[src/rtl/pe_fp_sched.sv]
// Scheduler for one pooled-conv PE: walks filter/row/col, tags in-flight windows,
// and buffers PE results in a first-word-fall-through FIFO under credit control.
module pe_fp_sched #(
    parameter int unsigned OUT_H        = 14,
    parameter int unsigned OUT_W        = 14,
    parameter int unsigned N_FILTER     = 64,
    parameter int unsigned PE_LATENCY   = 2,
    parameter int unsigned PINDEX_WIDTH = 2,
    parameter int unsigned FIFO_DEPTH   = PE_LATENCY + 2,
    parameter int unsigned RA_W         = $clog2(N_FILTER * OUT_H * OUT_W)
) (
    input  logic                        clk,
    input  logic                        rst,
    input  logic                        start,
    output logic                        busy,
    output logic                        done,
    output logic [$clog2(N_FILTER)-1:0] filt_idx,
    output logic [$clog2(OUT_H)-1:0]    win_row,
    output logic [$clog2(OUT_W)-1:0]    win_col,
    output logic                        pe_in_en,
    input  logic                        pe_data_out,
    input  logic [PINDEX_WIDTH-1:0]     pe_pindex,
    output logic                        res_valid,
    output logic                        res_data,
    output logic [PINDEX_WIDTH-1:0]     res_pindex,
    output logic [RA_W-1:0]             res_addr,
    input  logic                        res_ready
);

    localparam int unsigned FW  = $clog2(N_FILTER);
    localparam int unsigned RW  = $clog2(OUT_H);
    localparam int unsigned CLW = $clog2(OUT_W);
    localparam int unsigned PW  = $clog2(FIFO_DEPTH);
    localparam int unsigned CNW = $clog2(FIFO_DEPTH + 1);
    localparam int unsigned IW  = $clog2(PE_LATENCY + 1);
    localparam int unsigned SW  = CNW + 1;

    localparam logic [FW-1:0]  F_LAST = FW'(N_FILTER - 1);
    localparam logic [RW-1:0]  R_LAST = RW'(OUT_H - 1);
    localparam logic [CLW-1:0] C_LAST = CLW'(OUT_W - 1);

    typedef enum logic [1:0] {S_IDLE, S_RUN, S_DRAIN, S_DONE} state_t;

    state_t            state_q, state_d;
    logic              busy_q, busy_d;
    logic              done_q, done_d;
    logic              issue_q, issue_d;
    logic [FW-1:0]     filt_q, filt_d;
    logic [RW-1:0]     row_q, row_d;
    logic [CLW-1:0]    col_q, col_d;
    logic [RA_W-1:0]   addr_q, addr_d;

    logic              tag_v_q [PE_LATENCY];
    logic              tag_v_d [PE_LATENCY];
    logic [RA_W-1:0]   tag_a_q [PE_LATENCY];
    logic [RA_W-1:0]   tag_a_d [PE_LATENCY];
    logic [IW-1:0]     inflight_q, inflight_d;

    logic              mem_dat_q [FIFO_DEPTH];
    logic [PINDEX_WIDTH-1:0] mem_pix_q [FIFO_DEPTH];
    logic [RA_W-1:0]   mem_adr_q [FIFO_DEPTH];
    logic [PW-1:0]     wr_q, wr_d, rd_q, rd_d;
    logic [CNW-1:0]    count_q, count_d;

    logic              push, pop, last_win;
    logic [SW-1:0]     credit_sum;

    function automatic logic [PW-1:0] ptr_inc(input logic [PW-1:0] p);
        return (p == PW'(FIFO_DEPTH - 1)) ? '0 : p + 1'b1;
    endfunction

    always_comb begin
        push     = tag_v_q[PE_LATENCY-1];
        pop      = (count_q != '0) && res_ready;
        last_win = (filt_q == F_LAST) && (row_q == R_LAST) && (col_q == C_LAST);

        state_d = state_q;
        filt_d  = filt_q;
        row_d   = row_q;
        col_d   = col_q;
        addr_d  = addr_q;

        case (state_q)
            S_IDLE: begin
                if (start) begin
                    state_d = S_RUN;
                    filt_d  = '0;
                    row_d   = '0;
                    col_d   = '0;
                    addr_d  = '0;
                end
            end
            S_RUN: begin
                if (issue_q) begin
                    if (last_win) begin
                        state_d = S_DRAIN;
                    end else begin
                        addr_d = addr_q + 1'b1;
                        if (col_q == C_LAST) begin
                            col_d = '0;
                            if (row_q == R_LAST) begin
                                row_d  = '0;
                                filt_d = filt_q + 1'b1;
                            end else begin
                                row_d = row_q + 1'b1;
                            end
                        end else begin
                            col_d = col_q + 1'b1;
                        end
                    end
                end
            end
            S_DRAIN: begin
                if (inflight_q == '0 && count_q == '0) state_d = S_DONE;
            end
            default: state_d = S_IDLE;
        endcase

        // Occupancy as it will stand next cycle, so the registered issue strobe never oversubscribes the FIFO.
        credit_sum = SW'(inflight_q) + SW'(count_q) + SW'(issue_q) - SW'(pop);
        issue_d    = (state_d == S_RUN) && (credit_sum < SW'(FIFO_DEPTH));
        busy_d     = (state_d == S_RUN) || (state_d == S_DRAIN);
        done_d     = (state_d == S_DONE);

        inflight_d = inflight_q + IW'(issue_q) - IW'(push);
        tag_v_d[0] = issue_q;
        tag_a_d[0] = addr_q;
        for (int unsigned i = 1; i < PE_LATENCY; i++) begin
            tag_v_d[i] = tag_v_q[i-1];
            tag_a_d[i] = tag_a_q[i-1];
        end

        count_d = count_q + CNW'(push) - CNW'(pop);
        wr_d    = push ? ptr_inc(wr_q) : wr_q;
        rd_d    = pop  ? ptr_inc(rd_q) : rd_q;
    end

    always_ff @(posedge clk) begin
        if (rst) begin
            state_q    <= S_IDLE;
            busy_q     <= 1'b0;
            done_q     <= 1'b0;
            issue_q    <= 1'b0;
            filt_q     <= '0;
            row_q      <= '0;
            col_q      <= '0;
            addr_q     <= '0;
            inflight_q <= '0;
            wr_q       <= '0;
            rd_q       <= '0;
            count_q    <= '0;
            for (int unsigned i = 0; i < PE_LATENCY; i++) begin
                tag_v_q[i] <= 1'b0;
                tag_a_q[i] <= '0;
            end
            for (int unsigned i = 0; i < FIFO_DEPTH; i++) begin
                mem_dat_q[i] <= 1'b0;
                mem_pix_q[i] <= '0;
                mem_adr_q[i] <= '0;
            end
        end else begin
            state_q    <= state_d;
            busy_q     <= busy_d;
            done_q     <= done_d;
            issue_q    <= issue_d;
            filt_q     <= filt_d;
            row_q      <= row_d;
            col_q      <= col_d;
            addr_q     <= addr_d;
            inflight_q <= inflight_d;
            wr_q       <= wr_d;
            rd_q       <= rd_d;
            count_q    <= count_d;
            for (int unsigned i = 0; i < PE_LATENCY; i++) begin
                tag_v_q[i] <= tag_v_d[i];
                tag_a_q[i] <= tag_a_d[i];
            end
            if (push) begin
                mem_dat_q[wr_q] <= pe_data_out;
                mem_pix_q[wr_q] <= pe_pindex;
                mem_adr_q[wr_q] <= tag_a_q[PE_LATENCY-1];
            end
        end
    end

    always_ff @(posedge clk) begin
        if (!rst && push) assert (count_q != CNW'(FIFO_DEPTH));
    end

    assign busy       = busy_q;
    assign done       = done_q;
    assign pe_in_en   = issue_q;
    assign filt_idx   = filt_q;
    assign win_row    = row_q;
    assign win_col    = col_q;
    assign res_valid  = (count_q != '0);
    assign res_data   = mem_dat_q[rd_q];
    assign res_pindex = mem_pix_q[rd_q];
    assign res_addr   = mem_adr_q[rd_q];

endmodule

[config.mk]
export PLATFORM = sky130hd
export DESIGN_NAME = pe_fp_sched
export DESIGN_NICKNAME = d
export VERILOG_FILES = /design/src/rtl/pe_fp_sched.sv
export SDC_FILE = /design/constraint.sdc
export NUM_CORES = 1
export LEC_CHECK = 0
export ABC_AREA = 0
export CAP_MARGIN = 10
export CORE_ASPECT_RATIO = 0.5
export CORE_UTILIZATION = 44
export CTS_BUF_LIST = sky130_fd_sc_hd__clkbuf_8
export DETAILED_ROUTE_END_ITERATION = 6
export DONT_BUFFER_PORTS = 1
export PLACE_DENSITY_LB_ADDON = 0.15
export SYNTH_ARGS = -nofsm -noshare
export SYNTH_HDL_FRONTEND = slang
export SYNTH_SLANG_ARGS = --single-unit
[constraint.sdc]
create_clock -name clk -period 4.9 [get_ports clk]
set_input_delay 0.98 -clock clk [delete_from_list [all_inputs] [get_ports clk]]
set_output_delay 0.98 -clock clk [all_outputs]
set_load 0.05 [all_outputs]
==> summary.md, run 1 <==
| Metric | Value |
|---|---|
| DR vias/cell | `5.16` |
| WS Path Type | `flip-flop to output port` |
| # Max-Cap Violations | `0` |
| Post_cts resized | `0` |
| Worst reg2reg startpoint | `count_q[2]$_SDFF_PP0_` |
| Yosys top cell area share | `34.0%` |
| CP startpoint kind | `flip-flop` |
| Gr ovfl total | `0` |
| R2R setup slack | `between 2 and 2.5 ns` |
| Die area | `0.0141 mm²` |
| Tmin final | `between 3 and 4 ns` |
| Clock sinks | `142` |
| Most common cell in the netlist | `dfxtp_1` |
| Vias in the first global route | `about 3500` |
| # rows | `29` |
| CTS root buf | `clkbuf_8` |
| Inserted Clock Buffers | `17` |
| Register area share after synthesis | `approximately 59%` |
| Synthesis Warnings | `0` |
| Final worst setup slack | `1.85 ns` |
| Clk Latency, worst-skew pair | `0.44 ns` |
| Hold path start | `tag_a_q[0][7]$_SDFF_PP0_` |
| Sum Neg Setup Slack | `0 ns` |
| HP Class | `flip-flop to flip-flop` |
| Most used DFF post-synth | `dfxtp_1` |
| Yosys top cell by area | `edfxtp_1` |
| Die Width | `about 170 µm` |
| Maximum vdd drop | `around 150 µV` |
| Final setup fails | `0` |
| Worst Setup End Kind | `output port` |
| Post-synth ARST share | `0%` |
| Largest net degree at the start of global routing | `between 50 and 60` |
| Clk_skew | `0.0175 ns` |
| Number of flops mapped to enable cells by yosys | `68` |
| Gpl congestion | `0.713` |
| Antenna violations before repair | `0` |
| Vias | `roughly 3500` |
| Die Y-Extent | `84.6 µm` |
| Worst hold path depth | `1` |
| Worst slew margin | `23.9%` |
| CTS tree | `yes` |
| Worst slew pin tran | `1.14 ns` |
| Cells after synthesis | `493` |
| Post-synth top cells | `dfxtp_1, edfxtp_1, and2_1` |
| Min-Delay Endpoint | `tag_a_q[0][21]$_SDFF_PP0_` |
| DR pass1 iterations | `5` |
| Yosys reg bits | `142` |
| Outcome | `complete, no violations` |
| Mapped cell area | `about 0.0060 mm²` |
| Detail Placement HPWL | `around 7.2 mm` |
| Depth of the most critical reg-to-reg path | `11` |
| Final Hold Vio Count | `0` |
| Fmax | `roughly 0.33 GHz` |
| Worst-path clk slew | `about 0.09 ns` |
| First-pass GRT wire length | `18.4 mm` |
| Post-Route WL | `11.0 mm` |
| Synth unique cells | `47` |
| Ranking of synthesized cells by area | `edfxtp_1, dfxtp_1, mux4_2, and2_1, ha_1` |
| Crit path DAT | `2.07 ns` |
| Fraction of layout cells with a size suffix above 1 | `12.3%` |
| Layout Area Growth over Synthesis | `8.74%` |
| RSZ-0062 raised after global routing | `false` |
| Post-CTS Setup Inserts | `0` |
| Period Utilization, post-route | `slightly above 60%` |
| 1st-iter DRT viols | `186` |
| H-tree depth | `4` |
| PD cells | `437 mW/mm²` |
| Clock buffer depth | `2` |
| Avg Inst Size Synth | `12.2 µm²` |
| N_diodes | `0` |
| WHS | `0.435 ns` |
| Pins Over Slew Limit | `0` |
| DR DRC count | `0` |
| Ports | `42` |
| Hold_buf cts | `0` |
| Final net count | `518` |
| GRT Resource Usage Total | `between 10% and 20%` |
| WP data required | `3.92 ns` |
| Initial core utilization | `between 40% and 50%` |
| Worst slack, placed | `1.94 ns` |
| Net Count, Synth | `520` |
| Crit Path Max Fanout | `13` |
| Leakage Power | `2.48 nW` |
| Core Area | `about 0.013 mm²` |
| WL/cell | `16.4 µm` |
| PortBufs | `0` |
| Filler cells | `1146` |
| Capture point of the worst reg-to-reg path | `count_q[2]$_SDFF_PP0_` |
| Post-route ant nets | `0` |
==> critical path, stage by stage, from the launching register on <==
cell and delay (ns):
dfxtp_1 0.55, buf_4 0.35, mux4_2 0.71
==> state kept, by name (all words and copies together), names as in the netlist, 2 cells and up, named ones only <==
register    cells
mem_adr_q      56
tag_a_q        28
addr_q         14
mem_pix_q       8
filt_idx        6
mem_dat_q       4
win_col         4
win_row         4
count_q         3
inflight_q      2
rd_q            2
state_q         2
tag_v_q         2
wr_q            2
==> metal layers <==
layer / part of all wire [%] / up-vias / GRT usage (%)
li1: - / 1732 / -
met1: 50 / 1658 / 23.6
met2: 43 / 69 / 25.2
met3: 6.2 / 16 / 5.94
met4: 1.5 / 0 / 6.82
met5: 0 / - / 0
==> worst max-delay path by stage <==
stage                                                to  slack, ns  cells past startpoint
final                                       res_addr[9]       1.85                      2
after global routing                        res_addr[9]       1.69                      2
after CTS                                   res_addr[9]       1.76                      2
after detailed placement     mem_dat_q[0]$_SDFFCE_PN0P_       1.94                      5
after global placement    mem_adr_q[0][3]$_SDFFCE_PN0P_       2.03                      5
after floorplan                   count_q[2]$_SDFF_PP0_       2.36                     11
==> cell usage in the layout, fill, tap and decap left out, types with 12 or more instances in the layout <==
master and instances:
inv_1 23, and3_1 23, clkbuf_8 17, nand4_1 12, nor2_1 32, dfxtp_1 74, mux4_2 17, and2_1 54
edfxtp_1 68, nand2_1 13, ha_1 19, nor2b_1 35
==> layout make-up <==
type | instances | area, µm² | share of cell area, %
Clock buffer | 17 | 234 | 3.59
Clock inverter | 15 | 159 | 2.44
Inverter | 21 | 78.8 | 1.21
Multi-Input combinational cell | 305 | 2280 | 35.0
Sequential cell | 142 | 3520 | 54.0
Tap cell | 170 | 213 | 3.26
Timing Repair Buffer | 4 | 30.0 | 0.460
==> power breakdown <==
part	switching (mW)	internal (mW)	total, mW
clock network	0.473	0.459	0.932
registers	0.0858	1.30	1.39
logic	0.350	0.183	0.532
==> per-stage QoR <==
step,util [%],power [mW],area [µm²],std cells
after floorplan,-,1.88,6000,493
after global placement,47.2,1.94,6130,642
after detailed placement,47.2,1.96,6130,642
after CTS,50.2,2.89,6520,674
after global routing,50.2,3.00,6520,674
final,50.2,2.85,6520,674
==> logic make-up (layout without fill, tap and decap cells) <==
group / count (synthesis) / after routing / share of synthesized area, %
buf+inv: 46 / 57 / 3.17
compound gates: 35 / 35 / 3.73
mux: 22 / 22 / 7.24
flops: 142 / 142 / 58.7
simple gates: 209 / 209 / 20.0
xor+xnor: 19 / 19 / 2.77
fa+ha+maj: 20 / 20 / 4.30
Power figures use the tool's default switching activity.
==> run 2, diff against run 1 <==
Clock period 4.9 ns to 2.6 ns, I/O delays scaled along.
==> summary.md, run 2 (synthesized netlist as in run 1, its figures left out) <==
| Metric | Value |
|---|---|
| Outcome | `complete, no violations` |
| Worst hold path depth | `1 (unchanged)` |
| Multi-input gate area | `0.00228 mm² (unchanged)` |
| Sw Pwr | `1.81 mW (+99%)` |
| Sequential share of power | `46.8% (-1.9 points)` |
| # Max-Cap Violations | `0 (unchanged)` |
| Maximum vdd drop | `309 µV (+110%)` |
| Combinational share of power | `21.2% (+2.5 points)` |
| Fmax | `0.423 GHz` |
| Worst reg2reg startpoint | `count_q[2]$_SDFF_PP0_` |
| Clk Latency, worst-skew pair | `0.44 ns (about the same)` |
| DR pass1 iterations | `4 (-1)` |
| Worst slew margin | `29.4% (+5.6 points)` |
| Depth of the most critical reg-to-reg path | `11 (unchanged)` |
| Largest register FFs | `56 (unchanged)` |
| Final setup fails | `0 (unchanged)` |
| Worst slew pin tran | `1.05 ns (-0.0832 ns)` |
| Power share of the clock group | `32.0% (-0.7 points)` |
| Post_cts resized | `0 (unchanged)` |
| Buf/Inv on CP | `1 (unchanged)` |
| Layout Area Growth over Synthesis | `11.1%` |
| Worst-path clk slew | `0.09 ns (about the same)` |
| Int Power | `3.58 mW (+84%)` |
| Sum Neg Setup Slack | `0 ns (unchanged)` |
| 1st-iter DRT viols | `194 (+4.3%)` |
| Clk_skew | `0.0156 ns (-0.00184 ns)` |
| Period Utilization, post-route | `90.9%` |
| Worst Setup End Kind | `output port` |
| Final Hold Vio Count | `0 (unchanged)` |
| WP data required | `2.08 ns (-1.84 ns)` |
| Hold path start | `rst` |
| Vias | `3524 (+1.4%)` |
| Commonest non-fill, non-tap cell in the layout | `dfxtp_1` |
| PortBufs | `0 (unchanged)` |
| CP startpoint kind | `flip-flop` |
| Pins Over Slew Limit | `0 (unchanged)` |
| Antenna violations before repair | `0 (unchanged)` |
| # rows | `29 (unchanged)` |
| Worst slack, placed | `0.294 ns (-1.64 ns)` |
| Inserted Clock Buffers | `17 (unchanged)` |
| DR DRC count | `0 (unchanged)` |
| RSZ-0062 raised after global routing | `false` |
| PD cells | `808 mW/mm² (+85%)` |
| Most frequent cells in the layout | `dfxtp_1, edfxtp_1, and2_1, nor2b_1, nor2_1` |
| HP Class | `input port to flip-flop` |
| Detail Placement HPWL | `6.94 mm (-3.7%)` |
| CTS tree | `yes` |
| Capture point of the worst reg-to-reg path | `count_q[2]$_SDFF_PP0_` |
| Vias in the first global route | `3555 (+2.2%)` |
| Core Area | `0.0130 mm² (unchanged)` |
| DR vias/cell | `5.08 (-1.5%)` |
| Cell at the slowest stage of the critical path | `mux4_2` |
| H-tree depth | `4 (unchanged)` |
| R2R setup slack | `0.28 ns (-1.91 ns)` |
| CP max stage delay | `0.73 ns (+0.02 ns)` |
| Largest net degree at the start of global routing | `58 (unchanged)` |
| Ports | `42 (unchanged)` |
| Gr ovfl total | `0 (unchanged)` |
| GRT Resource Usage Total | `17.4% (+0.15 points)` |
| Crit Path Max Fanout | `17 (+4)` |
| Initial core utilization | `46.2% (unchanged)` |
| Min-Delay Endpoint | `done$_SDFF_PP0_` |
| Final worst setup slack | `0.236 ns (-1.62 ns)` |
| Net Sw Frac | `33.6% (+1.7 points)` |
| Die area | `0.0141 mm² (unchanged)` |
| Leakage Power | `2.58 nW (+4.0%)` |
| Clock buffer depth | `2 (unchanged)` |
| Post-CTS Setup Inserts | `0 (unchanged)` |
| WS Path Type | `flip-flop to output port` |
| Post-Route WL | `11.3 mm (+2.7%)` |
| Gpl congestion | `0.772 (+8.4%)` |
| N_diodes | `0 (unchanged)` |
| Reg area | `0.00352 mm² (unchanged)` |
| Crit path DAT | `1.84 ns (-0.23 ns)` |
| Filler cells | `1145 (-0.087%)` |
| WL/cell | `16.3 µm (-0.26%)` |
| Crit-path leading delay family | `multiplexers` |
| Clock sinks | `142 (unchanged)` |
| Crit path cell chain | `buf_4, mux4_2` |
| Fraction of layout cells with a size suffix above 1 | `16.0% (+3.7 points)` |
| Die Y-Extent | `84.6 µm (unchanged)` |
| First-pass GRT wire length | `18.6 mm (+1.1%)` |
| Final net count | `538 (+3.9%)` |
| Die Width | `167 µm (unchanged)` |
| Post-route ant nets | `0 (unchanged)` |
| Regs by FF count | `mem_adr_q: 56 flops, tag_a_q: 28 flops, addr_q: 14 flops` |
| Tmin final | `2.36 ns` |
| Most flops, register | `mem_adr_q` |
| CTS root buf | `clkbuf_8` |
| Hold_buf cts | `0 (unchanged)` |
==> run 2: cell types whose count changed in the layout (fill, tap and decap cells not counted), sizes merged <==
cell    change
clkinv      -1
inv         +2
buf        +20
bufinv      -2
clkbuf      +1
==> run 2: worst max-delay path by stage <==
| stage | startpoint | end | slack [ns] | cells after the start |
|---|---|---|---|---|
| final | flip-flop | res_addr[9] | 0.24 | 2 |
| after global routing | count_q[2]$_SDFF_PP0_ | count_q[2]$_SDFF_PP0_ | 0.08 | 11 |
| after floorplan | count_q[1]$_SDFF_PP0_ | count_q[2]$_SDFF_PP0_ | 0.06 | 11 |
| after global placement | count_q[2]$_SDFF_PP0_ | count_q[2]$_SDFF_PP0_ | 0.32 | 11 |
| after CTS | flip-flop | res_addr[9] | 0.18 | 2 |
| after detailed placement | count_q[2]$_SDFF_PP0_ | count_q[2]$_SDFF_PP0_ | 0.29 | 11 |
==> run 2: final cells by class <==
class	count	share of cell area, %
multi-input cells	305	34.3
repair buffers	24	2.70
clock inverters	14	2.08
clock buffers	18	3.72
inverters	21	1.18
flip-flops and latches	142	52.9
well taps	170	3.19
==> run 2: power groups by stage <==
stage | clock network (mW) | registers [mW] | logic, mW
2_1_floorplan | 0 | 2.60 | 0.940
3_3_place_gp | 0 | 2.57 | 1.15
3_5_place_dp | 0 | 2.57 | 1.16
4_1_cts | 1.76 | 2.52 | 1.16
5_1_grt | 1.86 | 2.53 | 1.26
6_report | 1.72 | 2.52 | 1.14
==> run 2: layer usage <==
layer	track usage, %	up-vias	share of wire [%]
met1	23.5	1665	51
met3	4.34	11	4.3
li1	-	1782	-
met4	7.07	0	0.94
met5	0	-	0
met2	27.0	66	44
==> run 2: per-stage QoR <==
stage          hold slack (ns)  std cells  power, mW  area, µm²  utilization [%]
2_1_floorplan            0.414        493       3.54       6000                -
3_3_place_gp             0.418        662       3.72       6280             48.3
3_5_place_dp             0.429        662       3.73       6280             48.3
4_1_cts                  0.120        694       5.45       6670             51.3
5_1_grt                  0.119        694       5.65       6670             51.3
6_report                 0.143        694       5.38       6670             51.3
